**src/rtl/bp_fifo.sv**
```systemverilog
// Byte-pipe FIFO between the USB host side and a register-map device.
// Define BP_FIFO_BYPASS_EN to let a byte pass straight through an empty FIFO in the same cycle.
module bp_fifo #(
  parameter int unsigned DEPTH = 8
) (
  input  logic                       i_clk,
  input  logic                       i_rst_n,
  input  logic                       i_cg,
  input  logic [7:0]                 i_bp_data,
  input  logic                       i_bp_valid,
  output logic                       o_bp_ready,
  output logic [7:0]                 o_bp_data,
  output logic                       o_bp_valid,
  input  logic                       i_bp_ready,
  output logic [$clog2(DEPTH):0]     o_count
);

  localparam int unsigned AW = $clog2(DEPTH);
  localparam int unsigned PW = AW + 1;

  logic [7:0]    mem [DEPTH];
  logic [PW-1:0] wrPtr;
  logic [PW-1:0] rdPtr;
  logic [AW-1:0] wrIdx;
  logic [AW-1:0] rdIdx;
  logic          empty;
  logic          full;
  logic          bypassActive;
  logic          push;
  logic          pop;
  logic          doWrite;
  logic          doRead;

  assign wrIdx = wrPtr[AW-1:0];
  assign rdIdx = rdPtr[AW-1:0];
  assign empty = (wrPtr == rdPtr);
  assign full  = (wrIdx == rdIdx) && (wrPtr[AW] != rdPtr[AW]);

`ifdef BP_FIFO_BYPASS_EN
  assign bypassActive = empty && i_bp_valid && i_cg && i_rst_n;
`else
  assign bypassActive = 1'b0;
`endif

  // Handshake qualifiers; nothing completes while gated or in reset
  assign o_bp_ready = i_cg && i_rst_n && !full;
  assign o_bp_valid = bypassActive || (i_cg && i_rst_n && !empty);
  assign o_bp_data  = bypassActive ? i_bp_data : mem[rdIdx];
  assign o_count    = PW'(wrPtr - rdPtr);

  assign push = i_bp_valid && o_bp_ready;
  assign pop  = o_bp_valid && i_bp_ready;

  // A bypassed byte consumed in the same cycle never touches storage
  assign doWrite = push && !(bypassActive && pop);
  assign doRead  = pop && !bypassActive;

  always_ff @(posedge i_clk or negedge i_rst_n) begin
    if (!i_rst_n) begin
      wrPtr <= '0;
      rdPtr <= '0;
    end else begin
      if (doWrite) wrPtr <= PW'(wrPtr + PW'(1));
      if (doRead)  rdPtr <= PW'(rdPtr + PW'(1));
    end
  end

  // Storage needs no reset; stale entries are unreachable once pointers clear
  always_ff @(posedge i_clk) begin
    if (doWrite) mem[wrIdx] <= i_bp_data;
  end

endmodule

```
**config.mk**
```make
export PLATFORM = sky130hd
export DESIGN_NAME = bp_fifo
export DESIGN_NICKNAME = d
export VERILOG_FILES = /design/src/rtl/bp_fifo.sv
export SDC_FILE = /design/constraint.sdc
export NUM_CORES = 1
export LEC_CHECK = 0
export ABC_AREA = 1
export BUFFER_PORTS_ARGS = -buffer_cell sky130_fd_sc_hd__clkbuf_2
export CAP_MARGIN = 25
export CORE_MARGIN = 2
export CORE_UTILIZATION = 48
export CTS_BUF_LIST = sky130_fd_sc_hd__clkbuf_2
export DETAILED_ROUTE_END_ITERATION = 10
export GPL_TIMING_DRIVEN = 1
export HOLD_SLACK_MARGIN = 0.03
export PLACE_DENSITY = 0.74
export SYNTH_ARGS = -nofsm -noshare
export SYNTH_HDL_FRONTEND = slang
export SYNTH_SLANG_ARGS = --single-unit
```
**constraint.sdc**
```tcl
create_clock -name i_clk -period 2.3 [get_ports i_clk]
set_input_delay 0.46 -clock i_clk [delete_from_list [all_inputs] [get_ports i_clk]]
set_output_delay 0.46 -clock i_clk [all_outputs]
set_load 0.02 [all_outputs]
```
==> results of run 1 <==
## layout make-up
cell class | count | area share (%)
inverters | 16 | 1.95
flip-flops and latches | 72 | 54.3
multi-input cells | 218 | 28.4
clock buffers | 9 | 1.15
repair buffers | 50 | 10.1
well taps | 80 | 2.55
clock inverters | 7 | 1.56
## Yosys cell counts
| master | count | share of area, % |
|---|---|---|
| sky130_fd_sc_hd__nand2_1 | 80 | 9.1 |
| sky130_fd_sc_hd__nor2_1 | 74 | 8.4 |
| sky130_fd_sc_hd__edfxtp_1 | 64 | 58 |
| sky130_fd_sc_hd__o21ai_1 | 29 | 4.4 |
| sky130_fd_sc_hd__inv_1 | 12 | 1.4 |
| sky130_fd_sc_hd__nand4_1 | 9 | 1.7 |
| sky130_fd_sc_hd__dfrtp_1 | 8 | 6.1 |
| sky130_fd_sc_hd__buf_2 | 7 | 1.1 |
| sky130_fd_sc_hd__buf_6 | 5 | 1.7 |
| sky130_fd_sc_hd__ha_1 | 5 | 1.9 |
| sky130_fd_sc_hd__nand3_1 | 4 | 0.61 |
| sky130_fd_sc_hd__o21ai_0 | 4 | 0.61 |
| sky130_fd_sc_hd__a21oi_1 | 3 | 0.46 |
| sky130_fd_sc_hd__nand2_2 | 3 | 0.57 |
| sky130_fd_sc_hd__clkinv_1 | 2 | 0.23 |
| sky130_fd_sc_hd__buf_4 | 1 | 0.23 |
| sky130_fd_sc_hd__fa_1 | 1 | 0.61 |
| sky130_fd_sc_hd__inv_2 | 1 | 0.11 |
| sky130_fd_sc_hd__inv_4 | 1 | 0.19 |
| sky130_fd_sc_hd__nand2_4 | 1 | 0.34 |
| sky130_fd_sc_hd__nand3_2 | 1 | 0.30 |
| sky130_fd_sc_hd__nand3_4 | 1 | 0.53 |
| sky130_fd_sc_hd__nand4_2 | 1 | 0.38 |
| sky130_fd_sc_hd__nor2_4 | 1 | 0.34 |
| sky130_fd_sc_hd__xnor2_1 | 1 | 0.27 |
## kinds of logic after synthesis
logic type | share of synthesized area, %
AOI/OAI and AO/OA | 5.48
xor gates and xnor gates | 0.266
adders and majority gates | 2.51
buffers and inverters | 4.90
DFF | 64.5
and+or+nand+nor | 22.4
## flip-flops by register name, indices dropped and copies added, names as in the netlist
name   count
mem       64
rdPtr      4
wrPtr      4
## worst max-delay path by stage
stage                       to  slack, ns
detailed placement  o_count[2]       0.26
global placement    o_count[2]       0.34
finish              o_count[2]      -0.02
floorplan            mem[2][0]       0.22
CTS                 o_count[1]      -0.05
global route        o_count[2]      -0.10
## repair_timing
action | CTS | global route
buffers inserted | 5 | 5
hold buffers | 1 | 0
setup endpoints to repair | 13 | 13
gates cloned | 1 | 0
hold endpoints to repair | 8 | 0
pin swaps | 1 | 7
gates resized for setup | 33 | 30
## report_power, final
part	internal, W	switching, W
Combinational	0.00110	0.00156
Sequential	0.00153	0.0000890
Clock	0.000241	0.000426
Total	0.00287	0.00207
## critical path, stage by stage (launching register included)
cell and delay (ns):
sky130_fd_sc_hd__dfrtp_2 0.50, sky130_fd_sc_hd__ha_4 0.18, sky130_fd_sc_hd__fa_2 0.36, sky130_fd_sc_hd__xnor2_2 0.18, sky130_fd_sc_hd__clkbuf_8 0.17
## routing by layer
layer  part of all wire (%)  GRT usage [%]
met3                    6.4           5.81
met1                     42           25.5
met2                     51           34.4
met5                      0              0
met4                   0.95           5.40
## stage by stage
step	setup WS [ns]	setup TNS [ns]	cells	utilization [%]
5_1_grt	-0.102	-0.725	452	58.3
3_3_place_gp	0.342	0	425	52.6
2_1_floorplan	0.221	0	319	-
3_5_place_dp	0.261	0	425	52.6
4_1_cts	-0.0513	-0.265	448	57.0
6_report	-0.0246	-0.0267	452	58.3
==> flow_summary.html, run 1 <==
<table>
<tr><th>Metric</th><th>Value</th></tr>
<tr><th colspan="2">Yosys</th></tr>
<tr><td>Post-Synthesis Net Count</td><td>338</td></tr>
<tr><td>Total standard cell area after synthesis</td><td>0.00329 mm²</td></tr>
<tr><td>Number of distinct library cells after synthesis</td><td>25</td></tr>
<tr><td>Mean instance size in the synthesized netlist</td><td>a little over 10 µm²</td></tr>
<tr><td>Gate count of the mapped netlist</td><td>319</td></tr>
<tr><td>Sequential area share after synthesis</td><td>between 60% and 70%</td></tr>
<tr><td>Warning count from the yosys run</td><td>0</td></tr>
<tr><td>Flops &amp; latches, synth</td><td>72</td></tr>
<tr><th colspan="2">Detailed routing</th></tr>
<tr><td>Routed Antenna Nets</td><td>0</td></tr>
<tr><td>Number of vias in the routed layout</td><td>2,340</td></tr>
<tr><td>Iteration-0 DRC Markers</td><td>about 150</td></tr>
<tr><td>Routed len/inst</td><td>15.9 µm</td></tr>
<tr><td>Avg Vias per Cell</td><td>5.18</td></tr>
<tr><td>Total DRC errors in the routed layout</td><td>0</td></tr>
<tr><td>Final wirelength</td><td>7.17 mm</td></tr>
<tr><td>Count of TritonRoute iterations in the first routing pass</td><td>4</td></tr>
<tr><th colspan="2">Timing</th></tr>
<tr><td>Period Utilization, post-route</td><td>101%</td></tr>
<tr><td>Hold violation total from the final report</td><td>0</td></tr>
<tr><td>Maximum clock skew at final layout</td><td>around 0.019 ns</td></tr>
<tr><td>Number of slew-limit violations in the final report</td><td>0</td></tr>
<tr><td>Unrepaired setup endpoints after global routing</td><td>yes</td></tr>
<tr><td>Final Setup Violations</td><td>2</td></tr>
<tr><td>Max Fclk</td><td>430 MHz</td></tr>
<tr><td>Worst Slack Setup Final</td><td>-0.0246 ns</td></tr>
<tr><td>Transition time at the pin with the least slew margin</td><td>0.334 ns</td></tr>
<tr><td>Final-layout worst hold slack</td><td>0.233 ns</td></tr>
<tr><td>Remaining max-slew budget at the tightest pin</td><td>between 70% and 80%</td></tr>
<tr><td>Post-layout minimum cycle time</td><td>2.32 ns</td></tr>
<tr><th colspan="2">Critical path</th></tr>
<tr><td>Critical register-to-register path startpoint</td><td>rdPtr[1]</td></tr>
<tr><td>Critical path launch point type</td><td>register</td></tr>
<tr><td>Number of cells on the worst reg-to-reg path</td><td>9</td></tr>
<tr><td>Worst setup EP type</td><td>primary output</td></tr>
<tr><td>Reg2reg end</td><td>mem[2][5]</td></tr>
<tr><td>Arrival time at the worst endpoint</td><td>1.86 ns</td></tr>
<tr><td>Launch point of the worst path</td><td>rdPtr[0]</td></tr>
<tr><td>Critical setup path kind</td><td>reg2out</td></tr>
<tr><td>Worst endpoint required time</td><td>1.84 ns</td></tr>
<tr><td>Register-to-Register Setup Slack</td><td>around 0.43 ns</td></tr>
<tr><td>Crit-path max FO</td><td>3</td></tr>
<tr><th colspan="2">CTS</th></tr>
<tr><td>Worst-skew pair later-pin latency</td><td>~0.5 ns</td></tr>
<tr><td>Clock buffer depth</td><td>2</td></tr>
<tr><td>Num Clock Sinks</td><td>72</td></tr>
<tr><td>Clock buffer count from CTS</td><td>9</td></tr>
<tr><td>Clock tree root driver cell</td><td>sky130_fd_sc_hd__clkbuf_2</td></tr>
<tr><td>Clk pin slew, worst setup/hold paths</td><td>0.19 ns</td></tr>
<tr><td>Htree depth</td><td>3</td></tr>
<tr><td>Clock tree from TritonCTS</td><td>built</td></tr>
<tr><th colspan="2">Global routing</th></tr>
<tr><td>Overall overflow remaining after global route</td><td>0</td></tr>
<tr><td>Maximum number of pins on one net before global-route repair</td><td>34</td></tr>
<tr><td>Number of antenna violations at the first check in global routing</td><td>0</td></tr>
<tr><td>GRT Util Overall</td><td>20.3%</td></tr>
<tr><td>Via count of the first global-routing pass</td><td>2,259</td></tr>
<tr><td>Wire length of the first global-routing pass</td><td>11.1 mm</td></tr>
<tr><th colspan="2">Run status</th></tr>
<tr><td>Run status</td><td>finished, violations left</td></tr>
<tr><td>Violations in the final reports</td><td>setup timing</td></tr>
<tr><th colspan="2">Final layout</th></tr>
<tr><td>Non-Filler Cell Area, Final</td><td>0.00392 mm²</td></tr>
<tr><td>Commonest cells after routing, fill and taps aside</td><td>sky130_fd_sc_hd__nand2_1, sky130_fd_sc_hd__edfxtp_1, sky130_fd_sc_hd__nor2_1</td></tr>
<tr><td>Fin nets</td><td>a little under 400</td></tr>
<tr><td>Multi-input gate area</td><td>about 0.0011 mm²</td></tr>
<tr><td>Number of filler cells placed in the layout</td><td>~550</td></tr>
<tr><td>Area overhead of the layout relative to synthesis</td><td>19.1%</td></tr>
<tr><td>Layout cells sized above 1</td><td>27.2%</td></tr>
<tr><td>Most frequent standard cell in the layout excluding fill and tap cells</td><td>sky130_fd_sc_hd__nand2_1</td></tr>
<tr><td>Antenna cell count</td><td>0</td></tr>
<tr><td>Seq. cell area</td><td>0.00213 mm²</td></tr>
<tr><th colspan="2">Pwr</th></tr>
<tr><td>Overall power after layout</td><td>0.00494 W</td></tr>
<tr><td>VDD IR max</td><td>0.00101 V</td></tr>
<tr><td>Leak pwr</td><td>1.58 nW</td></tr>
<tr><td>PwrDens</td><td>approximately 1300 mW/mm²</td></tr>
<tr><th colspan="2">Placement</th></tr>
<tr><td>Buffers on Ports</td><td>26</td></tr>
<tr><td>DP Area</td><td>0.00353 mm²</td></tr>
<tr><td>Final weighted congestion of routability-driven global placement</td><td>between 0.8 and 0.9</td></tr>
<tr><td>HPWL after DPL</td><td>approximately 4.2 mm</td></tr>
<tr><th colspan="2">Hold path</th></tr>
<tr><td>Endpoint with the worst hold slack</td><td>mem[6][1]</td></tr>
<tr><td>Worst min-delay path category</td><td>in2reg</td></tr>
<tr><td>Beginning of the worst hold path</td><td>i_bp_data[1]</td></tr>
<tr><td>Hold Path Stages</td><td>1</td></tr>
<tr><th colspan="2">Floorplanning</th></tr>
<tr><td>Number of rows created at floorplan</td><td>30</td></tr>
<tr><td>Ports placed on the boundary</td><td>27</td></tr>
<tr><td>Horizontal die dimension</td><td>86.8 µm</td></tr>
<tr><td>Die area</td><td>0.00753 mm²</td></tr>
<tr><td>Core Region</td><td>0.00672 mm²</td></tr>
<tr><td>Initial Utilization</td><td>49.0%</td></tr>
<tr><td>Vert. Die Dim</td><td>86.8 µm</td></tr>
<tr><th colspan="2">Job</th></tr>
<tr><td>Number of maximum-capacitance constraint violations</td><td>0</td></tr>
</table>
Power figures use the tool's default switching activity.
==> run 2, diff against run 1 <==
==> constraint.sdc (replaced) <==
create_clock -name i_clk -period 2.9 [get_ports i_clk]
set_input_delay 0.58 -clock i_clk [delete_from_list [all_inputs] [get_ports i_clk]]
set_output_delay 0.58 -clock i_clk [all_outputs]
set_load 0.02 [all_outputs]
==> flow_summary.html, run 2 (synthesis gave the netlist of run 1 again) <==
<table>
<tr><th>Metric</th><th>Value</th></tr>
<tr><th colspan="2">Run status</th></tr>
<tr><td>Run status</td><td>complete, no violations</td></tr>
<tr><th colspan="2">Floorplanning</th></tr>
<tr><td>Die area</td><td>0.00753 mm²</td></tr>
<tr><td>Ports placed on the boundary</td><td>27</td></tr>
<tr><td>Initial Utilization</td><td>49.0%</td></tr>
<tr><td>Number of rows created at floorplan</td><td>30</td></tr>
<tr><td>Vert. Die Dim</td><td>86.8 µm</td></tr>
<tr><td>Horizontal die dimension</td><td>86.8 µm</td></tr>
<tr><td>Core Region</td><td>approximately 0.0067 mm²</td></tr>
<tr><th colspan="2">Final layout</th></tr>
<tr><td>Layout cells sized above 1</td><td>between 10% and 20%</td></tr>
<tr><td>Post-route non-filler standard cell count</td><td>~440</td></tr>
<tr><td>Biggest regs</td><td>mem: 64 flops, rdPtr: 4 flops, wrPtr: 4 flops</td></tr>
<tr><td>Area overhead of the layout relative to synthesis</td><td>10.5%</td></tr>
<tr><td>Most frequent standard cell in the layout excluding fill and tap cells</td><td>sky130_fd_sc_hd__nand2_1</td></tr>
<tr><td>Fin nets</td><td>~370</td></tr>
<tr><td>Commonest cells after routing, fill and taps aside</td><td>sky130_fd_sc_hd__nand2_1, sky130_fd_sc_hd__nor2_1, sky130_fd_sc_hd__edfxtp_1</td></tr>
<tr><td>Antenna cell count</td><td>0</td></tr>
<tr><td>Register ranked first by flip-flop count</td><td>mem</td></tr>
<tr><td>Flip-flop count of the largest register after layout</td><td>64</td></tr>
<tr><th colspan="2">Hold path</th></tr>
<tr><td>Hold Path Stages</td><td>1</td></tr>
<tr><td>Beginning of the worst hold path</td><td>i_bp_data[1]</td></tr>
<tr><td>Endpoint with the worst hold slack</td><td>mem[4][1]</td></tr>
<tr><td>Worst min-delay path category</td><td>in2reg</td></tr>
<tr><th colspan="2">Timing</th></tr>
<tr><td>Remaining max-slew budget at the tightest pin</td><td>44.6%</td></tr>
<tr><td>Period Utilization, post-route</td><td>91.5%</td></tr>
<tr><td>Transition time at the pin with the least slew margin</td><td>0.827 ns</td></tr>
<tr><td>Worst Slack Setup Final</td><td>approximately 0.25 ns</td></tr>
<tr><td>Maximum clock skew at final layout</td><td>0.0245 ns</td></tr>
<tr><td>Setup TNS</td><td>0 ns</td></tr>
<tr><td>Final-layout worst hold slack</td><td>0.360 ns</td></tr>
<tr><td>Final Setup Violations</td><td>0</td></tr>
<tr><td>Number of slew-limit violations in the final report</td><td>0</td></tr>
<tr><td>Max Fclk</td><td>377 MHz</td></tr>
<tr><td>Post-layout minimum cycle time</td><td>2.65 ns</td></tr>
<tr><td>Hold violation total from the final report</td><td>0</td></tr>
<tr><td>Unrepaired setup endpoints after global routing</td><td>no</td></tr>
<tr><th colspan="2">Placement</th></tr>
<tr><td>Pre-CTS setup slack</td><td>0.538 ns</td></tr>
<tr><td>Final weighted congestion of routability-driven global placement</td><td>0.805</td></tr>
<tr><td>Buffers on Ports</td><td>26</td></tr>
<tr><td>Number of cells after detailed placement</td><td>421</td></tr>
<tr><td>HPWL after DPL</td><td>4.36 mm</td></tr>
<tr><th colspan="2">Job</th></tr>
<tr><td>Number of maximum-capacitance constraint violations</td><td>0</td></tr>
<tr><th colspan="2">Global routing</th></tr>
<tr><td>Via count of the first global-routing pass</td><td>between 2,000 and 2,500</td></tr>
<tr><td>Number of antenna violations at the first check in global routing</td><td>0</td></tr>
<tr><td>GRT Util Overall</td><td>19.0%</td></tr>
<tr><td>Maximum number of pins on one net before global-route repair</td><td>38</td></tr>
<tr><td>Overall overflow remaining after global route</td><td>0</td></tr>
<tr><td>Wire length of the first global-routing pass</td><td>10.8 mm</td></tr>
<tr><th colspan="2">Critical path</th></tr>
<tr><td>Critical path launch point type</td><td>register</td></tr>
<tr><td>Reg2reg end</td><td>mem[1][7]</td></tr>
<tr><td>Number of cells on the worst reg-to-reg path</td><td>6</td></tr>
<tr><td>CP max stage cell</td><td>sky130_fd_sc_hd__dfrtp_2</td></tr>
<tr><td>Critical register-to-register path startpoint</td><td>wrPtr[2]</td></tr>
<tr><td>Arrival time at the worst endpoint</td><td>around 2.1 ns</td></tr>
<tr><td>Crit-path max FO</td><td>8</td></tr>
<tr><td>Register-to-Register Setup Slack</td><td>0.57 ns</td></tr>
<tr><td>Crit path max-delay family</td><td>adder cells</td></tr>
<tr><td>Worst endpoint required time</td><td>2.32 ns</td></tr>
<tr><td>Sum of buffers and inverters on the critical path</td><td>2</td></tr>
<tr><td>Worst setup EP type</td><td>primary output</td></tr>
<tr><td>Critical setup path kind</td><td>reg2out</td></tr>
<tr><td>Cell-by-cell listing of the critical path</td><td>inv_1, ha_1, fa_1, xnor2_1, clkbuf_2</td></tr>
<tr><td>Peak per-stage delay on the critical path</td><td>0.47 ns</td></tr>
<tr><th colspan="2">CTS</th></tr>
<tr><td>Clock tree root driver cell</td><td>sky130_fd_sc_hd__clkbuf_2</td></tr>
<tr><td>Htree depth</td><td>3</td></tr>
<tr><td>Clock buffer depth</td><td>2</td></tr>
<tr><td>Num Clock Sinks</td><td>72</td></tr>
<tr><td>Clk pin slew, worst setup/hold paths</td><td>0.21 ns</td></tr>
<tr><td>Clock buffer count from CTS</td><td>9</td></tr>
<tr><td>Worst-skew pair later-pin latency</td><td>0.48 ns</td></tr>
<tr><td>Clock tree from TritonCTS</td><td>built</td></tr>
<tr><td>Setup repair bufs after CTS</td><td>0</td></tr>
<tr><th colspan="2">Detailed routing</th></tr>
<tr><td>Final wirelength</td><td>6.63 mm</td></tr>
<tr><td>Number of vias in the routed layout</td><td>2,308</td></tr>
<tr><td>Routed Antenna Nets</td><td>0</td></tr>
<tr><td>Avg Vias per Cell</td><td>5.27</td></tr>
<tr><td>Routed len/inst</td><td>15.1 µm</td></tr>
<tr><td>Total DRC errors in the routed layout</td><td>0</td></tr>
<tr><td>Iteration-0 DRC Markers</td><td>113</td></tr>
<tr><td>Count of TritonRoute iterations in the first routing pass</td><td>4</td></tr>
<tr><th colspan="2">Pwr</th></tr>
<tr><td>PwrDens</td><td>roughly 960 mW/mm²</td></tr>
<tr><td>VDD IR max</td><td>roughly 0.00065 V</td></tr>
<tr><td>Leak pwr</td><td>1.50 nW</td></tr>
</table>
[run 2: through the flow]
stage / utilization, % / total power [W] / area (µm²)
global route: 54.1 / 0.00374 / 3640
floorplan: - / 0.00249 / 3290
detailed placement: 51.9 / 0.00288 / 3490
global placement: 51.9 / 0.00284 / 3490
CTS: 54.1 / 0.00351 / 3640
finish: 54.1 / 0.00348 / 3640
[run 2: layout make-up]
type / instances / area, µm²
inverters: 16 / 62.6
multi-input cells: 218 / 1010
fillers: 580 / 3080
clock buffers: 11 / 55.1
flip-flops and latches: 72 / 2120
clock inverters: 5 / 81.3
repair buffers: 36 / 208
well taps: 80 / 100
[run 2: power breakdown]
| group | internal, W | leakage, nW | switching [W] | total (W) |
|---|---|---|---|---|
| clock network | 0.000293 | 0.0821 | 0.000338 | 0.000631 |
| logic | 0.000500 | 0.737 | 0.00107 | 0.00157 |
| registers | 0.00121 | 0.679 | 0.0000751 | 0.00128 |
[run 2: what timing repair did]
| item | in CTS | in global routing |
|---|---|---|
| hold buffers | 1 | 0 |
| resized for setup | 0 | 1 |
| endpoints found under the hold margin | 8 | 0 |
| endpoints found under the setup margin | 0 | 1 |
[run 2: per-layer routing]
| metal | track usage [%] | routed length [µm] | vias to the layer above |
|---|---|---|---|
| li1 | - | - | 1142 |
| met5 | 0 | 0 | - |
| met4 | 5.11 | 65 | 0 |
| met2 | 32.0 | 3310 | 78 |
| met3 | 6.48 | 414 | 10 |
| met1 | 23.5 | 2840 | 1078 |
[run 2: how the worst max path moves through the flow]
| stage | start | to | slack, ns | cells after the start |
|---|---|---|---|---|
| final | wrPtr[0] | o_count[2] | 0.25 | 5 |
| after global routing | rdPtr[0] | o_bp_data[1] | 0.03 | 7 |
| after CTS | wrPtr[0] | o_count[2] | 0.14 | 5 |
| after detailed placement | wrPtr[0] | mem[3][4] | 0.54 | 7 |
| after global placement | wrPtr[0] | mem[3][2] | 0.67 | 7 |
| after floorplan | wrPtr[0] | o_count[2] | 0.81 | 4 |
==> run 3, diff against run 2 <==
--- a/config.mk
+++ b/config.mk
@@ -14,6 +14,7 @@
 export DETAILED_ROUTE_END_ITERATION = 10
 export GPL_TIMING_DRIVEN = 1
 export HOLD_SLACK_MARGIN = 0.03
+export MAX_ROUTING_LAYER = met4
 export PLACE_DENSITY = 0.74
 export SYNTH_ARGS = -nofsm -noshare
 export SYNTH_HDL_FRONTEND = slang
==> flow_summary.html, run 3 (synthesis gave the netlist of run 1 again) <==
<table>
<tr><th>Metric</th><th>Value</th></tr>
<tr><th colspan="2">Critical path</th></tr>
<tr><td>Cell-by-cell listing of the critical path</td><td>inv_1, ha_1, fa_1, xnor2_1, clkbuf_2</td></tr>
<tr><td>CP max stage cell</td><td>sky130_fd_sc_hd__dfrtp_2</td></tr>
<tr><td>Worst endpoint required time</td><td>2.32 ns</td></tr>
<tr><td>Critical path launch point type</td><td>register</td></tr>
<tr><td>Crit path max-delay family</td><td>adder cells</td></tr>
<tr><td>Sum of buffers and inverters on the critical path</td><td>2</td></tr>
<tr><td>Crit-path max FO</td><td>8</td></tr>
<tr><td>Peak per-stage delay on the critical path</td><td>0.47 ns</td></tr>
<tr><td>Worst setup EP type</td><td>primary output</td></tr>
<tr><td>Critical setup path kind</td><td>reg2out</td></tr>
<tr><td>Arrival time at the worst endpoint</td><td>2.07 ns</td></tr>
<tr><th colspan="2">Timing</th></tr>
<tr><td>Unrepaired setup endpoints after global routing</td><td>no</td></tr>
<tr><td>Setup TNS</td><td>0 ns</td></tr>
<tr><td>Maximum clock skew at final layout</td><td>0.0260 ns</td></tr>
<tr><td>Transition time at the pin with the least slew margin</td><td>between 0.8 and 0.9 ns</td></tr>
<tr><td>Final Setup Violations</td><td>0</td></tr>
<tr><td>Period Utilization, post-route</td><td>between 90% and 100%</td></tr>
<tr><td>Post-layout minimum cycle time</td><td>roughly 2.6 ns</td></tr>
<tr><td>Number of slew-limit violations in the final report</td><td>0</td></tr>
<tr><td>Max Fclk</td><td>378 MHz</td></tr>
<tr><td>Hold violation total from the final report</td><td>0</td></tr>
<tr><td>Remaining max-slew budget at the tightest pin</td><td>between 40% and 50%</td></tr>
<tr><th colspan="2">Floorplanning</th></tr>
<tr><td>Horizontal die dimension</td><td>between 80 and 90 µm</td></tr>
<tr><td>Core Region</td><td>0.00672 mm²</td></tr>
<tr><td>Ports placed on the boundary</td><td>27</td></tr>
<tr><td>Vert. Die Dim</td><td>86.8 µm</td></tr>
<tr><td>Initial Utilization</td><td>49.0%</td></tr>
<tr><td>Die area</td><td>0.00753 mm²</td></tr>
<tr><td>Number of rows created at floorplan</td><td>30</td></tr>
<tr><th colspan="2">Final layout</th></tr>
<tr><td>Layout cells sized above 1</td><td>about 17%</td></tr>
<tr><td>Area overhead of the layout relative to synthesis</td><td>10.5%</td></tr>
<tr><td>Biggest regs</td><td>mem: 64 flops, rdPtr: 4 flops, wrPtr: 4 flops</td></tr>
<tr><td>Antenna cell count</td><td>0</td></tr>
<tr><td>Register ranked first by flip-flop count</td><td>mem</td></tr>
<tr><td>Flip-flop count of the largest register after layout</td><td>64</td></tr>
<tr><td>Commonest cells after routing, fill and taps aside</td><td>sky130_fd_sc_hd__nand2_1, sky130_fd_sc_hd__nor2_1, sky130_fd_sc_hd__edfxtp_1</td></tr>
<tr><td>Final core occ</td><td>54.1%</td></tr>
<tr><td>Fin nets</td><td>372</td></tr>
<tr><td>Most frequent standard cell in the layout excluding fill and tap cells</td><td>sky130_fd_sc_hd__nand2_1</td></tr>
<tr><th colspan="2">Detailed routing</th></tr>
<tr><td>Routed Antenna Nets</td><td>0</td></tr>
<tr><td>Avg Vias per Cell</td><td>approximately 5.2</td></tr>
<tr><td>Routed len/inst</td><td>15.2 µm</td></tr>
<tr><td>Iteration-0 DRC Markers</td><td>118</td></tr>
<tr><td>Count of TritonRoute iterations in the first routing pass</td><td>4</td></tr>
<tr><td>Number of vias in the routed layout</td><td>2,287</td></tr>
<tr><td>Final wirelength</td><td>between 6 and 7 mm</td></tr>
<tr><td>Total DRC errors in the routed layout</td><td>0</td></tr>
<tr><th colspan="2">Global routing</th></tr>
<tr><td>Maximum number of pins on one net before global-route repair</td><td>38</td></tr>
<tr><td>Overall overflow remaining after global route</td><td>0</td></tr>
<tr><td>GRT Util Overall</td><td>between 10% and 20%</td></tr>
<tr><td>Via count of the first global-routing pass</td><td>between 2,000 and 2,500</td></tr>
<tr><td>Number of antenna violations at the first check in global routing</td><td>0</td></tr>
<tr><td>Wire length of the first global-routing pass</td><td>10.8 mm</td></tr>
<tr><th colspan="2">CTS</th></tr>
<tr><td>Htree depth</td><td>3</td></tr>
<tr><td>Num Clock Sinks</td><td>72</td></tr>
<tr><td>Clock buffer depth</td><td>2</td></tr>
<tr><td>Clock tree root driver cell</td><td>sky130_fd_sc_hd__clkbuf_2</td></tr>
<tr><td>Clock buffer count from CTS</td><td>9</td></tr>
<tr><td>Clk pin slew, worst setup/hold paths</td><td>~0.21 ns</td></tr>
<tr><td>Setup repair bufs after CTS</td><td>0</td></tr>
<tr><td>Worst-skew pair later-pin latency</td><td>0.48 ns</td></tr>
<tr><td>Clock tree from TritonCTS</td><td>built</td></tr>
<tr><th colspan="2">Pwr</th></tr>
<tr><td>PwrDens</td><td>957 mW/mm²</td></tr>
<tr><td>Overall power after layout</td><td>0.00348 W</td></tr>
<tr><td>VDD IR max</td><td>approximately 0.00065 V</td></tr>
<tr><td>Leak pwr</td><td>1.50 nW</td></tr>
<tr><th colspan="2">Run status</th></tr>
<tr><td>Run status</td><td>complete, no violations</td></tr>
<tr><th colspan="2">Placement</th></tr>
<tr><td>HPWL after DPL</td><td>4.36 mm</td></tr>
<tr><td>Buffers on Ports</td><td>26</td></tr>
<tr><td>Final weighted congestion of routability-driven global placement</td><td>about 0.82</td></tr>
<tr><th colspan="2">Hold path</th></tr>
<tr><td>Worst min-delay path category</td><td>in2reg</td></tr>
<tr><th colspan="2">Job</th></tr>
<tr><td>Number of maximum-capacitance constraint violations</td><td>0</td></tr>
</table>
-- run 3: cell counts in the layout (fill, tap and decap cells not counted) --
Identical to the previous run, type by type.
-- run 3: layer usage --
metal	global-route usage [%]	vias up	share of wire [%]
met3	6.38	8	4.6
met4	5.11	0	1.0
met5	-	-	0
met2	31.9	54	50
met1	23.6	1086	45
li1	-	1139	-
-- run 3: worst paths after layout --
path                       cells after the start          to    startpoint  slack [ns]
min reg2reg                                    2    wrPtr[3]      wrPtr[3]        0.60
max reg2reg                                    6   mem[1][7]      wrPtr[2]        0.54
min in group asynchronous                      2    wrPtr[3]       i_rst_n        0.47
min                                            1   mem[4][1]  i_bp_data[1]        0.36
max                                            5  o_count[2]      wrPtr[0]        0.25
max in group asynchronous                      2    wrPtr[0]       i_rst_n        2.21
-- run 3: final cells by class --
class	count	area, µm²
clock buffer	11	55.1
clock inverter	5	81.3
sequential	72	2120
timing repair buffer	36	208
tap	80	100
inverter	16	62.6
multi-input combinational	218	1010
fill	580	3080
-- run 3: through the flow --
stage	hold WS, ns	worst slack, ns	cells	instance area (µm²)
2_1_floorplan	0.284	0.814	319	3290
3_3_place_gp	0.455	0.671	421	3490
3_5_place_dp	0.462	0.538	421	3490
5_1_grt	0.284	0.0369	438	3640
4_1_cts	0.321	0.140	438	3640
6_report	0.364	0.252	438	3640
-- run 3: power by group --
part	switching, W	internal [W]
clock network	0.000341	0.000293
registers	0.0000744	0.00121
logic	0.00107	0.000500
-- run 3: repair_timing --
item	CTS	global route
setup endpoints to repair	0	1
gates resized for setup	0	1
hold buffers	1	0
endpoints found under the hold margin	8	0
